### src/rtl/output_argmax.sv
// rtl/output_argmax.sv - argmax over the output layer's per-class ReLU scores
//
// Collects NUM_CLASSES scores as their individual strobes arrive. It then scans
// them one per cycle to find the maximum and presents the winning index and
// score on a valid/ready handshake.
//
// Ports:
//   clk, reset            clock; synchronous active-low reset
//   output_relu_out[i]    per-class score (unsigned)
//   output_relu_valid[i]  per-class capture strobe
//   class_idx/score       winning class index / score (held after acceptance)
//   class_valid/ready     result handshake
//   busy                  high while scanning or holding a result
//   overrun               sticky: a strobe arrived while not collecting

module output_argmax #(
  parameter int NUM_CLASSES = 10,
  parameter int DATA_WIDTH  = 16,
  parameter int IDX_WIDTH   = $clog2(NUM_CLASSES)
) (
  input  logic                  clk,
  input  logic                  reset,
  input  logic [DATA_WIDTH-1:0] output_relu_out [0:NUM_CLASSES-1],
  input  logic [NUM_CLASSES-1:0] output_relu_valid,
  output logic [IDX_WIDTH-1:0]  class_idx,
  output logic [DATA_WIDTH-1:0] class_score,
  output logic                  class_valid,
  input  logic                  class_ready,
  output logic                  busy,
  output logic                  overrun
);

  typedef enum logic [1:0] {COLLECT, SCAN, DONE} state_t;

  localparam logic [IDX_WIDTH-1:0] LAST_IDX = IDX_WIDTH'(NUM_CLASSES - 1);

  state_t                 state;
  logic [DATA_WIDTH-1:0]  score_reg [0:NUM_CLASSES-1];
  logic [NUM_CLASSES-1:0] seen;
  logic [IDX_WIDTH-1:0]   ptr;
  logic [IDX_WIDTH-1:0]   best_idx;
  logic [DATA_WIDTH-1:0]  best;

  // Running-maximum update for the current scan position. The strict compare
  // keeps the lowest index on ties.
  logic [DATA_WIDTH-1:0]  cur_score;
  logic                   take;
  logic [DATA_WIDTH-1:0]  next_best;
  logic [IDX_WIDTH-1:0]   next_idx;

  assign cur_score = score_reg[ptr];
  assign take      = cur_score > best;
  assign next_best = take ? cur_score : best;
  assign next_idx  = take ? ptr : best_idx;

  assign busy = (state != COLLECT);

  always_ff @(posedge clk) begin
    if (!reset) begin
      state       <= COLLECT;
      seen        <= '0;
      ptr         <= '0;
      best        <= '0;
      best_idx    <= '0;
      class_idx   <= '0;
      class_score <= '0;
      class_valid <= 1'b0;
      overrun     <= 1'b0;
      for (int i = 0; i < NUM_CLASSES; i++) begin
        score_reg[i] <= '0;
      end
    end else begin
      // Strobes outside COLLECT are dropped. This includes the acceptance edge.
      if (state != COLLECT && |output_relu_valid) begin
        overrun <= 1'b1;
      end

      case (state)
        COLLECT: begin
          for (int i = 0; i < NUM_CLASSES; i++) begin
            if (output_relu_valid[i]) begin
              score_reg[i] <= output_relu_out[i];
              seen[i]      <= 1'b1;
            end
          end
          // The completing edge also performs its own captures.
          if (&(seen | output_relu_valid)) begin
            state    <= SCAN;
            ptr      <= '0;
            best     <= '0;
            best_idx <= '0;
          end
        end

        SCAN: begin
          best     <= next_best;
          best_idx <= next_idx;
          ptr      <= ptr + IDX_WIDTH'(1);
          if (ptr == LAST_IDX) begin
            state       <= DONE;
            class_idx   <= next_idx;
            class_score <= next_best;
            class_valid <= 1'b1;
          end
        end

        DONE: begin
          if (class_valid && class_ready) begin
            class_valid <= 1'b0;
            seen        <= '0;
            state       <= COLLECT;
          end
        end

        default: state <= COLLECT;
      endcase
    end
  end

endmodule

### config.mk
export PLATFORM = sky130hd
export DESIGN_NAME = output_argmax
export DESIGN_NICKNAME = d
export VERILOG_FILES = /design/src/rtl/output_argmax.sv
export SDC_FILE = /design/constraint.sdc
export NUM_CORES = 1
export LEC_CHECK = 0
export CORE_MARGIN = 5
export CORE_UTILIZATION = 56
export CTS_CLUSTER_DIAMETER = 150
export CTS_CLUSTER_SIZE = 16
export DETAILED_ROUTE_END_ITERATION = 8
export GPL_ROUTABILITY_DRIVEN = 1
export MAX_ROUTING_LAYER = met4
export PLACE_DENSITY = 0.85
export SLEW_MARGIN = 30
export SYNTH_ARGS = -nofsm -noshare
export SYNTH_HDL_FRONTEND = slang
export SYNTH_SLANG_ARGS = --single-unit
### constraint.sdc
create_clock -name clk -period 5.9 [get_ports clk]
set_input_delay 1.18 -clock clk [delete_from_list [all_inputs] [get_ports clk]]
set_output_delay 1.18 -clock clk [all_outputs]
set_load 0.02 [all_outputs]
Yosys cells after proc, flatten, opt, wreduce, memory -nomap -nowiden
Memory sizes are Yosys's and may differ from the RTL's. A register that Yosys moved wholly into a read port is not among the register bits. Index checks and enable logic that the tools add are counted.

Add/sub/neg operators: 1. $mul: 0. Div/mod/pow operators: 0. Order comparisons: 1. Eq/ne operators: 16. Shifts and indexed selects: 0. Multiplexer cells: 79. Bitwise gates (word level): 11. Reduce and logical (&&, ||, !) cells: 23.

Operators by type and width (number): 2-to-1 mux 16 bit (12); 2-to-1 mux 1 bit (53); AND reduction 3 bit (12); one-hot mux 16 bit (2 select lines) (1); != test 2 bit (second input constant) (13); one-hot mux 10 bit (2 select lines) (1); > comparator 16 bit (1); 2-to-1 mux 4 bit (4); one-hot mux 4 bit (2 select lines) (2); 2-to-1 mux 10 bit (1); OR 1 bit (10); OR 10 bit (1); AND reduction 10 bit (1); OR reduction 10 bit (1); nonzero test 2 bit (4); 2-to-1 mux 2 bit (3); one-hot mux 2 bit (3 select lines) (1); adder 4 x 1 -> 4 bit (second input constant) (1); equality test 4 bit (second input constant) (1); AND reduction 2 bit (2); equality test 2 x 1 -> 1 bit (second input constant) (1); equality test 2 bit (second input constant) (1); logical AND 1 bit (2); zero test 2 bit (1); one-hot mux 1 bit (2 select lines) (1).

Register bits: 58. Bits in latches: 0. Memory bits (writable): 160. Bits in read-only memories: 0. Output and inout port bits: 23. Memories kept: 1.

Memory list: score_reg (words 10, width 16, read ports 1, clocked after memory_dff 1, wr ports 10, RTL line 38) `logic [DATA_WIDTH-1:0] score_reg [0:NUM_CLASSES-1];`.

Logic depth before layout (Yosys ltp)
Depth after elaboration: 6. Depth in mapped cells: 14.

Worst setup path before layout
OpenSTA, ideal clock, no wires.

Path kind: reg-to-reg. Start point: register (tool-made name). End point: register class_idx[2]. Arrival time: 3342 ps. Data required time: 5771 ps. Setup slack: 2429 ps. Cell stages (with the launch flop): 14. Path buffers: 3. Clock period less this slack: 3471 ps. Cells stage by stage: dfxtp_1 -> buf_2 -> buf_2 -> mux4_2 -> a22oi_1 -> nand2_1 -> ha_1 -> a41o_1 -> a21oi_1 -> nor3_1 -> or4b_4 -> buf_2 -> a2111oi_2 -> nor3_1.

RTL lines: end signal, assigned (RTL line 101) `class_idx <= next_idx;`; end, declared (RTL line 25) `output logic [IDX_WIDTH-1:0] class_idx,`.

==> impl_results.md <==
- Avg Synthesized Cell Area: ~12 um^2
- R2R Path End: best[4]
- Fillers: 1197
- RSZ-0062 raised after global routing: false
- CP Capture Type: flop
- Number of post-CTS setup repair buffers: 0
- Cell taking the most area after synthesis: edfxtp_1
- Slew margin rel.: 0.4329
- Crit path DAT: around 4.6 ns
- # IOs: about 200
- Die Ht: between 100 and 150 um
- Post_cts resized: 0
- H-tree level count: 1
- Max-cap violation count: 0
- Slew Limit Fails: 0
- Dpl hpwl: about 19000 um
- Hold crit path type: reg -> reg
- Gpl congestion: 0.9075
- Most instantiated library cell after synthesis: and2_1
- Flop2flop setup slack: 1.71 ns
- Number of flip-flops in the largest register: 160
- Post-Syn Nets: 1006
- Maximum VDD drop: roughly 0.23 mV
- Fin Clk Skew: 0.01516 ns
- Iter 0 DRT Violations: about 740
- Drt drc: 0
- Top cells by area, synth: edfxtp_1 (47%), dfxtp_1 (12%), and2_1 (9.9%)
- Final Setup Violations: 0
- IO Port Bufs: 195
- Leak pwr: between 4 and 5 nW
- Outcome: finished, final reports clean
- CTS buffer count: 17
- Vias: 7139
- Grt total ovfl: 0
- TNS Setup: 0 ns
- Yosys Warn Count: 0
- CP startpoint kind: flop
- Post-Synthesis Cells: 815
- Worst hold start: seen[3]
- Pre-antenna DRT Iters: 5
- Synth Flop Type: edfxtp_1
- WS Path Type: reg -> reg
- Share of layout cells above drive strength 1: 0.08740
- Die area: approximately 0.021 mm^2
- CTS root buf: clkbuf_16
- Synthesis-to-layout area growth: 24.96%
- FF+latch count, synth: ~220
- CP required: roughly 6.3 ns
- Fmax: between 0.2 and 0.25 GHz
- Total track usage: 0.2551
- Async set-reset flop share out of synthesis: 0
- Period utilisation layout: 0.7104
- Mapped Area: around 0.010 mm^2
- Die Wd: between 100 and 150 um
- Starting Density: 0.5668
- Hold Buf Count CTS: 0
- Clock Tree Buf Depth: 3
- Unique masters post-synth: 43
- Top cell type's share of synthesized area: 0.4719
- CTS tree: yes
- Standard-cell rows: 49
- Core ar.: ~0.018 mm^2
- Final hold vios: 0
- Initial antenna violation count: 0
- Pin count of the biggest net entering global routing: 67
- Ant. Diodes: 0
- Crit path time final: 4.191 ns
- EDFF count, synth: 160
- Post-synth top cells: and2_1 (161), edfxtp_1 (160), dfxtp_1 (62)
- Crit Path Max Fanout: between 40 and 50
- Design Power: around 0.0033 W
- Vias in the first global route: ~7100
- Worst skew pair latency: just under 0.5 ns
- R2r worst-path depth: 11
- Avg Vias per Cell: ~5.9
- Least-Margin Pin Slew: around 0.85 ns
- Hold EP: seen[3]
- Total Wirelength: ~26000 um
- Num Clock Sinks: 222
- Routed len/inst: 21.41 um
- First-pass GRT wire length: 39160 um
- Sequential fraction of the synthesis area: 0.5938
- ANT nets after route: 0
- PwrDens: 258.2 mW/mm^2
- Nets: roughly 1200
- Reg clk slew, reported paths: ~0.07 ns
- Min-Delay Path Depth: 1
[cells in the final DEF, fill, tap and decap left out, drive strengths merged, types with 8 or more instances in the layout]
master	netlist	routed
a22oi	16	16
o32ai	17	17
o211ai	15	15
dfxtp	62	62
and3	12	12
inv	20	21
clkdlybuf4s50	0	194
and2	161	161
nand2	61	61
a21o	12	12
ha	18	18
a31oi	19	19
mux4	32	32
edfxtp	160	160
clkbuf	46	29
a21oi	16	16
buf	17	8
nand2b	17	17
nor2	18	18
nand3	22	22
o21ai	39	39
[logic make-up after synthesis]
| family | Yosys count | share of synthesized area |
|---|---|---|
| and+or+nand+nor | 310 | 0.1710 |
| DFF | 222 | 0.5938 |
| AOI/OAI and AO/OA | 148 | 0.1068 |
| buffers and inverters | 83 | 0.03330 |
| muxes | 34 | 0.07299 |
| adders and majority gates | 18 | 0.02212 |
[per-layer routing]
metal | vias to the layer above | wire length [um] | GRT usage
met5 | - | 0 | -
met4 | 0 | 1173 | 0.1065
met3 | 64 | 1954 | 0.03713
met2 | 341 | 12210 | 0.3949
met1 | 3433 | 10630 | 0.3415
li1 | 3301 | - | -
[worst max-delay path, cell delays in order, from the launching register on]
cell and delay [ns]:
dfxtp_4 0.68, buf_12 0.28, mux4_2 0.57, a22oi_1 0.26
nand2_1 0.15, ha_1 0.32, nor2b_1 0.14, o21ai_1 0.11
a21boi_1 0.10, or4b_4 0.69, a22o_2 0.49, o32ai_2 0.27
[per-stage QoR]
| stage | instance area (um^2) | utilization | instances | setup WS [ns] | hold slack [ns] |
|---|---|---|---|---|---|
| after floorplan | 10180 | - | 815 | 2.429 | 0.4269 |
| after global placement | 12200 | 0.6793 | 1182 | 1.501 | 0.4337 |
| after detailed placement | 12210 | 0.6797 | 1182 | 1.361 | 0.4397 |
| after CTS | 12700 | 0.7070 | 1212 | 1.344 | 0.4564 |
| after global routing | 12720 | 0.7083 | 1213 | 1.361 | 0.4679 |
| final | 12720 | 0.7083 | 1213 | 1.709 | 0.4560 |
[power breakdown]
part	internal, W	switching, W	leakage [nW]
Clock	0.000558	0.000526	0.234
Sequential	0.00177	0.0000381	2.26
Combinational	0.000201	0.000189	2.22
[final cells by class]
| type | count | area (um^2) | share of cell area |
|---|---|---|---|
| clock buffers | 29 | 480.5 | 0.03776 |
| repair buffers | 202 | 2014 | 0.1583 |
| multi-input cells | 510 | 3809 | 0.2993 |
| clock inverters | 1 | 8.758 | 0.0006884 |
| flip-flops and latches | 222 | 6050 | 0.4755 |
| inverters | 20 | 75.07 | 0.005900 |
| well taps | 229 | 286.5 | 0.02252 |
[how the worst max path moves through the flow]
| stage | start | to | slack, ns |
|---|---|---|---|
| floorplan | flop | class_idx[2] | 2.43 |
| global placement | flop | best[0] | 1.50 |
| detailed placement | flop | best[0] | 1.36 |
| CTS | flop | best_idx[1] | 1.34 |
| global route | flop | best[4] | 1.36 |
| finish | flop | best[4] | 1.71 |
Power figures use the tool's default switching activity.
==> variant, RTL diff (same flow settings) <==
Re-encode `state_t` (3 states) as one-hot, 3 bits wide.
--- a/src/rtl/output_argmax.sv
+++ b/src/rtl/output_argmax.sv
@@ -31,5 +31,5 @@
 );
 
-  typedef enum logic [1:0] {COLLECT, SCAN, DONE} state_t;
+  typedef enum logic [2:0] {COLLECT = 3'b001, SCAN = 3'b010, DONE = 3'b100} state_t;
 
   localparam logic [IDX_WIDTH-1:0] LAST_IDX = IDX_WIDTH'(NUM_CLASSES - 1);
Formal check against the unedited RTL: no difference found for any inputs over 4 cycles, from zero or initial values and one cycle with reset low; so few cycles prove little.
==> variant against the unedited design <==
Sequential cell count grew 1; cell area decreased by 1.1%; first-iteration DRC count is 8.3% lower; synthesized area decreased by 1.3%; worst setup slack got worse by 0.19 ns; hold slack better by 0.0032 ns; cell count down 3.5%; sequential share of layout area is 0.66 points higher; routed wire length fell by 3.3%; total power down 1.8%; largest cell class unchanged.
==> variant: results (changes against the unedited design) <==
.. list-table::
   :header-rows: 1

   * - Metric
     - Value
   * - Status
     - complete, no violations
   * - Vias/cell
     - 5.70 (-3.1%)
   * - First-pass GRT wire length
     - 37.8 mm (-3.6%)
   * - Static Leak
     - 0.00468 uW (-0.87%)
   * - Vias in the first global route
     - 6,831 (-3.5%)
   * - Count of distinct cell types in the synthesized netlist
     - 41 (-4.7%)
   * - Routability congestion estimate
     - 0.890 (-2.0%)
   * - Syn_area_per_cell
     - 13.3 sq um (+6.4%)
   * - Final period util
     - 0.743 (+0.0329)
   * - Final cell count without fillers
     - 1,170 (-3.5%)
   * - Maximum number of pins on one net before global-route repair
     - 69 (+3.0%)
   * - Layout cell share with drive strength beyond 1
     - 0.0829 (-0.00451)
   * - Setup WS pre-CTS
     - 1.53 ns (+0.171 ns)
   * - Peak VDD IR
     - 0.223 mV (-4.8%)
   * - Switching power
     - 702 uW (-6.7%)
   * - Largest clock skew in the final design
     - 0.0141 ns (-0.00104 ns)
   * - Ranking of synthesized cells by area
     - sky130_fd_sc_hd__edfxtp_1 (48%), sky130_fd_sc_hd__dfxtp_1 (13%), sky130_fd_sc_hd__mux4_2 (10%)
   * - Inst Count DP
     - 1,141 (-3.5%)
   * - Post-detailed-placement half-perimeter wirelength
     - 18.6 mm (-2.1%)
   * - Master of the slowest instance on the critical path
     - sky130_fd_sc_hd__nand2b_1
   * - Count of flip-flops with a built-in enable after synthesis
     - 160 (unchanged)
   * - Top fanout value on the critical path
     - 24 (-41%)
   * - Violation count after the first detailed-routing iteration
     - 678 (-8.3%)
   * - Share of the yosys chip area belonging to registers
     - 0.603 (+0.00968)
   * - Net Count, Synth
     - 947 (-5.9%)
   * - Slew margin rel.
     - 0.344 (-0.0890)
   * - Synthesis warning total
     - 0 (unchanged)
   * - Final routed wirelength across all metal layers
     - 25.1 mm (-3.3%)
   * - Overall routing resource usage
     - 0.252 (-0.00324)
   * - Commonest cells in the synthesized netlist
     - sky130_fd_sc_hd__and2_1 (164), sky130_fd_sc_hd__edfxtp_1 (160), sky130_fd_sc_hd__dfxtp_1 (63)
   * - Peak per-stage delay on the critical path
     - 0.81 ns (+0.12 ns)
==> variant: cell types whose count changed in the layout (fill, tap and decap cells not counted), moves of 15 or more <==
cell and delta:
sky130_fd_sc_hd__mux2i_1 +23, sky130_fd_sc_hd__a21oi_1 +19, sky130_fd_sc_hd__nand3_1 -18, sky130_fd_sc_hd__a31oi_1 -17, sky130_fd_sc_hd__a22oi_1 -16, sky130_fd_sc_hd__nand2b_1 -16, sky130_fd_sc_hd__o21ai_0 -16, sky130_fd_sc_hd__o21ai_1 +15
sky130_fd_sc_hd__o32ai_2 -15
==> variant: power by group through the flow <==
stage / clock [uW] / sequential [uW] / combinational, uW
2_1_floorplan: 0 / 1830 / 181
3_3_place_gp: 0 / 1840 / 349
3_5_place_dp: 0 / 1850 / 357
4_1_cts: 1070 / 1810 / 359
5_1_grt: 1130 / 1820 / 385
6_report: 1050 / 1810 / 359
==> variant: worst max-delay path: cells and delay by family, from the launching register on <==
kind | cells | cell delay [ns]
simple gates | 2 | 0.95
mux | 3 | 1.41
fa+ha+maj | 1 | 0.32
buf+inv | 1 | 0.49
flops | 1 | 0.52
compound gates | 3 | 0.59
==> variant: per-stage QoR <==
stage	instance area (sq um)	util	hold WS (ns)
finish	12600	0.706	0.459
global route	12600	0.706	0.486
CTS	12600	0.706	0.463
detailed placement	12100	0.679	0.453
global placement	12100	0.679	0.448
floorplan	10100	-	0.437
==> variant: cell families (layout without fill, tap and decap cells) <==
| kind of cell | count (synthesis) | after routing | share of synthesized area |
|---|---|---|---|
| fa+ha+maj | 18 | 18 | 0.0224 |
| mux | 71 | 71 | 0.131 |
| flops | 223 | 223 | 0.603 |
| compound gates | 106 | 106 | 0.0606 |
| xor+xnor | 2 | 2 | 0.00174 |
| simple gates | 271 | 271 | 0.149 |
| buf+inv | 65 | 250 | 0.0315 |
==> variant: path summary, 6_finish.rpt <==
| path | endpoint | depth (start not counted) |
|---|---|---|
| setup reg to reg | best_idx[2] | 10 |
| hold / removal | best_idx[0] | 2 |
| setup / recovery | best_idx[2] | 10 |
| hold reg to reg | best_idx[0] | 2 |
==> variant: per-layer routing <==
layer / track usage / up-vias / wire [microns]
li1: - / 3108 / -
met1: 0.328 / 3221 / 9650
met2: 0.414 / 297 / 12800
met3: 0.0430 / 45 / 1910
met4: 0.0714 / 0 / 723
met5: - / - / 0
==> variant: final cells by class <==
class	count	area, sq um
Timing Repair Buffer	202	2000
Clock buffer	29	474
Multi-Input combinational cell	468	3690
Sequential cell	223	6070
Fill cell	1207	5250
Tap cell	229	287
Inverter	19	71.3
